### src/rtl/dbus_bridge_pkg.sv
// Shared types and helpers for the data-bus bridge: FSM encoding, bus size codes,
// byte-select decoding and the fill word returned when a transaction times out.
package dbus_bridge_pkg;

    typedef enum logic [1:0] {
        ST_IDLE = 2'd0,
        ST_REQ  = 2'd1,
        ST_WAIT = 2'd2,
        ST_DONE = 2'd3
    } state_t;

    typedef enum logic [1:0] {
        SIZE_BYTE = 2'd0,
        SIZE_HALF = 2'd1,
        SIZE_WORD = 2'd2
    } size_t;

    localparam logic [31:0] TIMEOUT_FILL = 32'hDEAD_BEEF;

    // Unrecognised lane patterns fall back to a full-word access.
    function automatic size_t sel_to_size(input logic [3:0] sel);
        case (sel)
            4'b0001, 4'b0010, 4'b0100, 4'b1000: return SIZE_BYTE;
            4'b0011, 4'b1100:                   return SIZE_HALF;
            default:                            return SIZE_WORD;
        endcase
    endfunction

endpackage

### src/rtl/dbus_bridge_if.sv
// External data-bus signal bundle: request/address-ok/data-ok handshake.
// The bridge drives the master modport; the memory system sits on the slave modport.
interface dbus_bridge_if #(
    parameter int ADDR_W = 32
) ();

    logic              data_req_o;
    logic              data_wr_o;
    logic [1:0]        data_size_o;
    logic [ADDR_W-1:0] data_addr_o;
    logic [3:0]        data_wstrb_o;
    logic [31:0]       data_wdata_o;
    logic              data_addr_ok_i;
    logic              data_data_ok_i;
    logic [31:0]       data_rdata_i;

    modport master (
        output data_req_o, data_wr_o, data_size_o, data_addr_o, data_wstrb_o, data_wdata_o,
        input  data_addr_ok_i, data_data_ok_i, data_rdata_i
    );

    modport slave (
        input  data_req_o, data_wr_o, data_size_o, data_addr_o, data_wstrb_o, data_wdata_o,
        output data_addr_ok_i, data_data_ok_i, data_rdata_i
    );

endinterface

### src/rtl/dbus_bridge_watchdog.sv
// Wait-state watchdog for the data-bus bridge: counts WAIT cycles since the request
// was accepted and flags expiry during the TIMEOUT_CYCLES-th one.
module dbus_watchdog #(
    parameter int TIMEOUT_CYCLES = 256
) (
    input  logic clk,
    input  logic rst,
    input  logic start,
    input  logic active,
    output logic expired
);

    localparam int CNT_W = $clog2(TIMEOUT_CYCLES + 1);

    logic [CNT_W-1:0] count_q;

    // Cleared on entry to WAIT, then advanced once per WAIT cycle.
    always_ff @(posedge clk or negedge rst) begin
        if (!rst) begin
            count_q <= '0;
        end else if (start) begin
            count_q <= '0;
        end else if (active && !expired) begin
            count_q <= count_q + CNT_W'(1);
        end
    end

    assign expired = active && (count_q == CNT_W'(TIMEOUT_CYCLES - 1));

endmodule

### src/rtl/dbus_bridge.sv
// Memory-stage to external data-bus bridge: turns each single-cycle access into a
// req/addr_ok/data_ok transaction. Optional data_ok timeout under DBUS_TIMEOUT_EN.
module dbus_bridge
    import dbus_bridge_pkg::*;
#(
    parameter int ADDR_W = 32
`ifdef DBUS_TIMEOUT_EN
    ,
    parameter int TIMEOUT_CYCLES = 256
`endif
) (
    input  logic              clk,
    input  logic              rst,
    input  logic              mem_ce_i,
    input  logic              mem_we_i,
    input  logic [3:0]        mem_sel_i,
    input  logic [ADDR_W-1:0] mem_addr_i,
    input  logic [31:0]       mem_wdata_i,
    input  logic              flush_i,
    output logic [31:0]       mem_rdata_o,
    output logic              stallreq_o,
`ifdef DBUS_TIMEOUT_EN
    output logic              bus_err_o,
`endif
    dbus_bridge_if.master     bus
);

    state_t            state_q, state_d;
    logic              we_q;
    logic [3:0]        sel_q;
    size_t             size_q;
    logic [ADDR_W-1:0] addr_q;
    logic [31:0]       wdata_q;
    logic              flushed_q;
    logic              accept;
    logic              drop;
    logic              complete;
    logic              timed_out;

    assign accept   = mem_ce_i & ~flush_i;
    assign drop     = flushed_q | flush_i;
    assign complete = (state_q == ST_WAIT) & (bus.data_data_ok_i | timed_out);

`ifdef DBUS_TIMEOUT_EN
    logic wd_expired;
    logic bus_err_q;

    dbus_watchdog #(
        .TIMEOUT_CYCLES(TIMEOUT_CYCLES)
    ) u_watchdog (
        .clk    (clk),
        .rst    (rst),
        .start  ((state_q == ST_REQ) & bus.data_addr_ok_i),
        .active (state_q == ST_WAIT),
        .expired(wd_expired)
    );

    assign timed_out = wd_expired & ~bus.data_data_ok_i;

    // One-cycle error pulse, coincident with the DONE cycle carrying the fill word.
    always_ff @(posedge clk or negedge rst) begin
        if (!rst) begin
            bus_err_q <= 1'b0;
        end else begin
            bus_err_q <= (state_q == ST_WAIT) & timed_out & ~drop;
        end
    end

    assign bus_err_o = bus_err_q;
`else
    assign timed_out = 1'b0;
`endif

    // A data_ok seen while still in REQ is deliberately ignored; the bus re-presents it.
    always_comb begin
        state_d = state_q;
        case (state_q)
            ST_IDLE: if (accept) state_d = ST_REQ;
            ST_REQ:  if (bus.data_addr_ok_i) state_d = ST_WAIT;
            ST_WAIT: if (complete) state_d = drop ? ST_IDLE : ST_DONE;
            ST_DONE: state_d = ST_IDLE;
            default: state_d = ST_IDLE;
        endcase
    end

    always_ff @(posedge clk or negedge rst) begin
        if (!rst) begin
            state_q <= ST_IDLE;
        end else begin
            state_q <= state_d;
        end
    end

    // Request fields are captured once in IDLE and held for the whole transaction.
    always_ff @(posedge clk or negedge rst) begin
        if (!rst) begin
            we_q    <= 1'b0;
            sel_q   <= 4'b0000;
            size_q  <= SIZE_BYTE;
            addr_q  <= '0;
            wdata_q <= 32'h0;
        end else if ((state_q == ST_IDLE) && accept) begin
            we_q    <= mem_we_i;
            sel_q   <= mem_sel_i;
            size_q  <= sel_to_size(mem_sel_i);
            addr_q  <= mem_addr_i;
            wdata_q <= mem_wdata_i;
        end
    end

    // An issued request cannot be withdrawn, so a flush only marks its result for discard.
    always_ff @(posedge clk or negedge rst) begin
        if (!rst) begin
            flushed_q <= 1'b0;
        end else if (state_d == ST_IDLE) begin
            flushed_q <= 1'b0;
        end else if (((state_q == ST_REQ) || (state_q == ST_WAIT)) && flush_i) begin
            flushed_q <= 1'b1;
        end
    end

    always_ff @(posedge clk or negedge rst) begin
        if (!rst) begin
            mem_rdata_o <= 32'h0;
        end else if ((state_q == ST_WAIT) && bus.data_data_ok_i && !drop && !we_q) begin
            mem_rdata_o <= bus.data_rdata_i;
`ifdef DBUS_TIMEOUT_EN
        end else if ((state_q == ST_WAIT) && timed_out && !drop) begin
            mem_rdata_o <= TIMEOUT_FILL;
`endif
        end
    end

    // Reset gates the stall so every output reads 0 while rst is low.
    assign stallreq_o = rst & mem_ce_i & ~flush_i & ~((state_q == ST_DONE) & ~flushed_q);

    assign bus.data_req_o   = (state_q == ST_REQ);
    assign bus.data_wr_o    = we_q;
    assign bus.data_size_o  = size_q;
    assign bus.data_addr_o  = addr_q;
    assign bus.data_wstrb_o = sel_q;
    assign bus.data_wdata_o = wdata_q;

endmodule

### src/flat_wrapper.sv
// flat-port wrapper written by rule: the top's interface ports become plain ports
module dbus_bridge_flat import dbus_bridge_pkg::*;
#(
    parameter int ADDR_W = 32

)
  (clk, rst, mem_ce_i, mem_we_i, mem_sel_i, mem_addr_i, mem_wdata_i, flush_i, mem_rdata_o, stallreq_o, bus_data_req_o, bus_data_wr_o, bus_data_size_o, bus_data_addr_o, bus_data_wstrb_o, bus_data_wdata_o, bus_data_addr_ok_i, bus_data_data_ok_i, bus_data_rdata_i);
  dbus_bridge_if #(.ADDR_W(ADDR_W)) bus_i ();
  input  logic clk;
  input  logic rst;
  input  logic mem_ce_i;
  input  logic mem_we_i;
  input  logic [3:0] mem_sel_i;
  input  logic [ADDR_W-1:0] mem_addr_i;
  input  logic [31:0] mem_wdata_i;
  input  logic flush_i;
  output logic [31:0] mem_rdata_o;
  output logic stallreq_o;
  output wire logic [$bits(bus_i.data_req_o)-1:0] bus_data_req_o;
  output wire logic [$bits(bus_i.data_wr_o)-1:0] bus_data_wr_o;
  output wire logic [$bits(bus_i.data_size_o)-1:0] bus_data_size_o;
  output wire logic [$bits(bus_i.data_addr_o)-1:0] bus_data_addr_o;
  output wire logic [$bits(bus_i.data_wstrb_o)-1:0] bus_data_wstrb_o;
  output wire logic [$bits(bus_i.data_wdata_o)-1:0] bus_data_wdata_o;
  input wire logic [$bits(bus_i.data_addr_ok_i)-1:0] bus_data_addr_ok_i;
  input wire logic [$bits(bus_i.data_data_ok_i)-1:0] bus_data_data_ok_i;
  input wire logic [$bits(bus_i.data_rdata_i)-1:0] bus_data_rdata_i;
  assign bus_data_req_o = bus_i.data_req_o;
  assign bus_data_wr_o = bus_i.data_wr_o;
  assign bus_data_size_o = bus_i.data_size_o;
  assign bus_data_addr_o = bus_i.data_addr_o;
  assign bus_data_wstrb_o = bus_i.data_wstrb_o;
  assign bus_data_wdata_o = bus_i.data_wdata_o;
  assign bus_i.data_addr_ok_i = bus_data_addr_ok_i;
  assign bus_i.data_data_ok_i = bus_data_data_ok_i;
  assign bus_i.data_rdata_i = bus_data_rdata_i;
  dbus_bridge #(.ADDR_W(ADDR_W)) u_core (.clk(clk), .rst(rst), .mem_ce_i(mem_ce_i), .mem_we_i(mem_we_i), .mem_sel_i(mem_sel_i), .mem_addr_i(mem_addr_i), .mem_wdata_i(mem_wdata_i), .flush_i(flush_i), .mem_rdata_o(mem_rdata_o), .stallreq_o(stallreq_o), .bus(bus_i));
endmodule
### config.mk
export PLATFORM = sky130hd
export DESIGN_NAME = dbus_bridge_flat
export DESIGN_NICKNAME = d
export VERILOG_FILES = /design/src/rtl/dbus_bridge_pkg.sv /design/src/rtl/dbus_bridge_if.sv /design/src/rtl/dbus_bridge_watchdog.sv /design/src/rtl/dbus_bridge.sv /design/src/flat_wrapper.sv
export SDC_FILE = /design/constraint.sdc
export NUM_CORES = 1
export LEC_CHECK = 0
export CORE_UTILIZATION = 40
export DETAILED_ROUTE_END_ITERATION = 10
export PLACE_DENSITY_LB_ADDON = 0.3
export RECOVER_POWER = 50
export SKIP_LAST_GASP = 1
export SLEW_MARGIN = 15
export SYNTH_ARGS = -nofsm -noshare
export SYNTH_HDL_FRONTEND = slang
export SYNTH_SLANG_ARGS = --single-unit
### constraint.sdc
create_clock -name clk -period 2.25 [get_ports clk]
set_clock_uncertainty 0.15 [all_clocks]
set_input_delay 0.3375 -clock clk [delete_from_list [all_inputs] [get_ports clk]]
set_output_delay 0.3375 -clock clk [all_outputs]
set_load 0.01 [all_outputs]
==> results.sh, run 1 <==
export IMPL_setup_viol=0
export IMPL_grt_max_degree=107
export IMPL_placed_cells=592
export IMPL_n_fill_cell=771
export IMPL_p_total_mw=8.254
export IMPL_maxCapViolCount=0
export IMPL_grt_pass1_wl_mm=15.87
export IMPL_h_tree_depth=3
export IMPL_synth_cells=253
export IMPL_fin_crit_sh=0.9725
export IMPL_worstHoldStart="u_core.mem_rdata_o[1]"
export IMPL_via_per_inst=4.797
export IMPL_routabilityCongestion=0.8608
export IMPL_synth_top_area_frac=0.6384
export IMPL_cts_tree="done"
export IMPL_cp_max_fo=5
export IMPL_first_pass_iters=4
export IMPL_dpl_hpwl_mm=7.323
export IMPL_ys_ff_latch=106
export IMPL_grt_pass1_vias=3095
export IMPL_cts_root_buffer="clkbuf_8"
export IMPL_io_pins=212
export IMPL_syn2layout_area_growth_pct=58.96
export IMPL_avgSynthCellArea_um2=16.42
export IMPL_drcViolationCount=0
export IMPL_drive_gt1_frac=0.2630
export IMPL_wl_per_cell_um=16.07
export IMPL_end_kind="output port"
export IMPL_grt_overflow_total=0
export IMPL_run_status="finished clean"
export IMPL_port_buffers=211
export IMPL_synth_warnings=0
export IMPL_die_width_um=103.9
export IMPL_fin_crit_ns=2.188
export IMPL_fp_dieArea_um2=10800
export IMPL_clk_pin_slew_worst_paths_ns=0.09
export IMPL_layout_cells_non_filler=612
export IMPL_num_rows=36
export IMPL_ff_latch_area_um2=2653
export IMPL_first_iter_violations=104
export IMPL_cts_buffers=9
export IMPL_synth_top_cells_by_area="dfrtp_1 64%, mux2_2 27%, buf_6 2.7%"
export IMPL_antenna_cells=0
export IMPL_relSlewSlack=0.3723
export IMPL_cts_sinks=106
export IMPL_path_class="reg2out"
export IMPL_maxSlewViolCount=0
export IMPL_postPlaceCellArea_um2=6406
export IMPL_power_density_nw_per_um2=1250
export IMPL_critPathLaunch="u_core.state_q[1]"
export IMPL_antenna_found_initial=0
export IMPL_clk_latency_ns=0.35
export IMPL_tightest_slew_ns=0.9415
export IMPL_required_ns=1.76
export IMPL_vias=2936
export IMPL_yosysTopAreaCell="dfrtp_1"
export IMPL_design_area_um2=6605
export IMPL_die_y_um=103.9
export IMPL_holdCritPathClass="reg2reg"
export IMPL_ir_worst_vdd_mv=0.6994
export IMPL_core_um2=9910
export IMPL_final_hold_viol_count=0
export IMPL_grtUsageTotal=0.1890
export IMPL_synth_cell_types=24
export IMPL_antenna_left=0
export IMPL_p_leak_nw=2.827
export IMPL_arrival_ns=1.70
export IMPL_critPathLaunchType="register"
export IMPL_synth_fp_nets=365
export IMPL_ctsLongestPathBuffers=2
export IMPL_r2r_start="u_core.state_q[0]"
export IMPL_clock_fmax_mhz=457.0
export IMPL_multi_input_area_um2=1374
export IMPL_finalHoldWorstSlack_ns=0.3371
export IMPL_initial_utilization=0.4193
export IMPL_drt_total_wl_mm=9.836
export IMPL_netlist_area_um2=4155
export IMPL_seq_area_frac_synth=0.6384
export IMPL_fin_nets=586
==> state kept, by name, indices dropped and copies added, names as in the netlist <==
register / cells
u_core.bus.data_size_o: 2
u_core.bus.data_wr_o: 1
u_core.bus.data_wstrb_o: 4
u_core.flushed_q: 1
u_core.bus.data_wdata_o: 32
u_core.bus.data_addr_o: 32
u_core.mem_rdata_o: 32
u_core.state_q: 2
==> critical path, stage by stage (launching register included) <==
cell,delay [ns]
dfrtp_1,0.44
inv_1,0.15
ha_2,0.22
clkdlybuf4s50_1,0.54
==> stage by stage <==
stage / util / setup TNS [ns] / setup slack, ns
final: 0.6665 / 0 / 0.06183
after global routing: 0.6665 / -0.007964 / -0.007964
after CTS: 0.6665 / 0 / 0.0006863
after detailed placement: 0.6465 / 0 / 0.09151
after global placement: 0.6465 / 0 / 0.1390
after floorplan: - / 0 / 0.5177
==> synthesized netlist by cell type <==
master    instances
nor2b_1           1
o21a_1            1
nand2_1           2
a41oi_1           1
nand3b_1          2
a21oi_1           1
a31oi_1           1
o21ai_0           5
ha_1              5
o211ai_1          1
nor2_1            3
nor2b_2           1
buf_6            10
nand2_4           1
mux2_1            2
nor2_4            1
dfrtp_1         106
nand3_1           2
inv_1             3
and3_1            2
xor2_1            1
o21ba_2           1
nand2b_1          1
mux2_2           99
==> final timing paths <==
check / end / slack, ns / cells after the start
worst max-delay path: bus_data_req_o / 0.06 / 3
worst min-delay path: u_core.mem_rdata_o[1] / 0.34 / 1
worst max register to register: u_core.mem_rdata_o[23] / 0.21 / 7
worst min register to register: u_core.mem_rdata_o[1] / 0.34 / 1
max in group asynchronous: u_core.state_q[0] / 0.58 / 3
min in group asynchronous: u_core.bus.data_addr_o[25] / 0.77 / 3
==> final cells by class <==
cell class	instances	share of cell area
clock buffers	12	0.02349
clock inverters	4	0.003978
inverters	3	0.001705
multi-input cells	134	0.2080
flip-flops and latches	106	0.4016
well taps	133	0.02519
repair buffers	220	0.3360
==> layout by cell type, fill, tap and decap left out, types with 3 or more instances in the layout <==
master,instances
buf_4,4
ha_1,4
dlygate4sd3_1,47
inv_1,3
clkbuf_8,11
buf_12,3
dfrtp_1,106
nand2_1,3
o21ai_0,5
mux2_2,99
clkdlybuf4s50_1,163
nor2_1,3
==> power breakdown <==
group          internal (mW)  switching [mW]  total [mW]
sequential              2.85           0.459        3.31
clock                  0.463           0.612        1.07
combinational           2.44            1.43        3.87
==> cell families (layout without fill, tap and decap cells) <==
| kind of cell | count (synthesis) | count (layout) | synth area share |
|---|---|---|---|
| AO/OA/AOI/OAI | 11 | 11 | 0.01686 |
| buffers and inverters | 13 | 239 | 0.02981 |
| adder cells (fa/ha/maj) | 5 | 5 | 0.01506 |
| AND/OR/NAND/NOR | 16 | 16 | 0.02409 |
| multiplexers | 101 | 101 | 0.2737 |
| XOR/XNOR | 1 | 1 | 0.002108 |
| flip-flops | 106 | 106 | 0.6384 |
==> layer usage <==
metal / up-vias / global-route usage / routed length, um
met1: 1450 / 0.2190 / 3746
li1: 1330 / - / -
met5: - / 0 / 0
met3: 14 / 0.06266 / 892
met4: 0 / 0.07551 / 161
met2: 142 / 0.3224 / 5036
==> timing repair <==
action	in CTS	in global routing
buffers inserted	1	2
hold endpoints to repair	106	0
pin swaps	0	0
gates resized for setup	0	2
setup endpoints to repair	1	2
hold buffers	1	0
No activity file was read; power rests on OpenSTA's default activity.
==> run 2, diff against run 1 <==
Settings changed: CORE_MARGIN from default to 2.
==> results.sh, run 2 (synthesis gave the netlist of run 1 again) <==
export IMPL_run_status="finished clean"
export IMPL_multi_input_area_um2=1371
export IMPL_io_pins=212
export IMPL_cp_max_fo=4
export IMPL_ctsLongestPathBuffers=2
export IMPL_critPathLaunchType="register"
export IMPL_cts_sinks=106
export IMPL_power_density_nw_per_um2=1310
export IMPL_syn2layout_area_growth_pct=60.92
export IMPL_ff_latch_area_um2=2653
export IMPL_p_leak_nw=2.849
export IMPL_final_cell_mix="194 x clkdlybuf4s50_1, 106 x dfrtp_1, 99 x mux2_2"
export IMPL_final_common_cell="clkdlybuf4s50_1"
export IMPL_fin_nets=587
export IMPL_rsz0062_at_grt="false"
export IMPL_end_kind="output port"
export IMPL_fp_dieArea_um2=11220
export IMPL_vias=2930
export IMPL_clk_pin_slew_worst_paths_ns=0.09
export IMPL_holdCritPathClass="reg2reg"
export IMPL_grt_pass1_wl_mm=15.57
export IMPL_p_total_mw=8.758
export IMPL_grtUsageTotal=0.1796
export IMPL_fin_crit_sh=0.9445
export IMPL_grt_pass1_vias=3111
export IMPL_port_buffers=211
export IMPL_r2r_slack_ns=0.27
export IMPL_r2r_start="u_core.state_q[0]"
export IMPL_dpl_worst_slack_ns=0.1104
export IMPL_initial_utilization=0.4080
export IMPL_antenna_left=0
export IMPL_clk_latency_ns=0.35
export IMPL_drcViolationCount=0
export IMPL_cts_root_buffer="clkbuf_8"
export IMPL_routabilityCongestion=0.7341
export IMPL_grt_max_degree=54
export IMPL_required_ns=1.76
export IMPL_drt_total_wl_mm=9.831
export IMPL_min_path_cells=1
export IMPL_fin_crit_ns=2.125
export IMPL_maxCapViolCount=0
export IMPL_finalHoldWorstSlack_ns=0.3408
export IMPL_drive_gt1_frac=0.2604
export IMPL_hold_end="u_core.mem_rdata_o[1]"
export IMPL_h_tree_depth=3
export IMPL_arrival_ns=1.64
export IMPL_maxSlewViolCount=0
export IMPL_die_y_um=105.9
export IMPL_setup_slack_ns=0.1250
export IMPL_die_width_um=105.9
export IMPL_timing_rr_end="u_core.mem_rdata_o[29]"
export IMPL_cts_buffers=9
export IMPL_cts_tree="done"
export IMPL_wl_per_cell_um=15.96
export IMPL_antenna_cells=0
export IMPL_worstHoldStart="u_core.mem_rdata_o[1]"
export IMPL_clock_fmax_mhz=470.6
export IMPL_postLayoutCoreUtil=0.6565
export IMPL_first_iter_violations=53
export IMPL_tightest_slew_ns=1.320
export IMPL_num_rows=37
export IMPL_core_um2=10180
export IMPL_path_class="reg2out"
export IMPL_n_fill_cell=793
export IMPL_setup_tns_ns=0
export IMPL_antenna_found_initial=0
export IMPL_relSlewSlack=0.1197
export IMPL_reg2reg_depth=7
export IMPL_setup_viol=0
export IMPL_first_pass_iters=4
export IMPL_ir_worst_vdd_mv=0.6591
export IMPL_via_per_inst=4.756
export IMPL_dpl_hpwl_mm=7.382
export IMPL_final_hold_viol_count=0
export IMPL_grt_overflow_total=0
## run 2: metal layers
| layer | routed length [um] | vias up | part of all wire | global-route usage |
|---|---|---|---|---|
| met5 | 0 | - | 0 | 0 |
| met4 | 351 | 0 | 0.036 | 0.08929 |
| met3 | 712 | 24 | 0.072 | 0.05947 |
| met2 | 4957 | 113 | 0.50 | 0.3005 |
| met1 | 3809 | 1461 | 0.39 | 0.2069 |
| li1 | - | 1332 | - | - |
## run 2: power breakdown
part,total [mW],internal (mW),switching (mW)
Sequential,3.30,2.85,0.452
Clock,1.50,0.881,0.617
Combinational,3.96,2.53,1.43
## run 2: critical path, cell delays in order, from the launching register on
cell             delay [ns]
dfrtp_1                0.41
inv_1                  0.12
ha_1                   0.21
clkdlybuf4s50_1        0.55
## run 2: through the flow
step	cell area [um^2]	std cells
6_report	6686	616
5_1_grt	6686	616
4_1_cts	6704	616
3_5_place_dp	6412	597
3_3_place_gp	6412	597
2_1_floorplan	4155	253
## run 2: repair_timing
action | in CTS | in global routing
buffers inserted | 2 | 0
setup endpoints to repair | 1 | 1
hold endpoints to repair | 102 | 0
hold buffers | 1 | 0
pin swaps | 0 | 0
gates cloned | 0 | 0
gates resized for setup | 0 | 1
## run 2: worst max path at each step
stage	start	endpoint	slack (ns)	cells after the start
6_report	u_core.state_q[1]	bus_data_req_o	0.12	3
3_5_place_dp	flush_i	stallreq_o	0.11	4
2_1_floorplan	u_core.state_q[0]	u_core.mem_rdata_o[0]	0.52	6
4_1_cts	u_core.state_q[1]	stallreq_o	0.05	4
3_3_place_gp	flush_i	stallreq_o	0.11	4
5_1_grt	rst	u_core.bus.data_addr_o[14]	0.03	3
## run 2: area by class of cell
| class | instances | share of cell area |
|---|---|---|
| Clock buffer | 11 | 0.02115 |
| Sequential cell | 106 | 0.3967 |
| Clock inverter | 5 | 0.01871 |
| Multi-Input combinational cell | 134 | 0.2051 |
| Tap cell | 136 | 0.02545 |
| Inverter | 3 | 0.001684 |
| Timing Repair Buffer | 221 | 0.3312 |
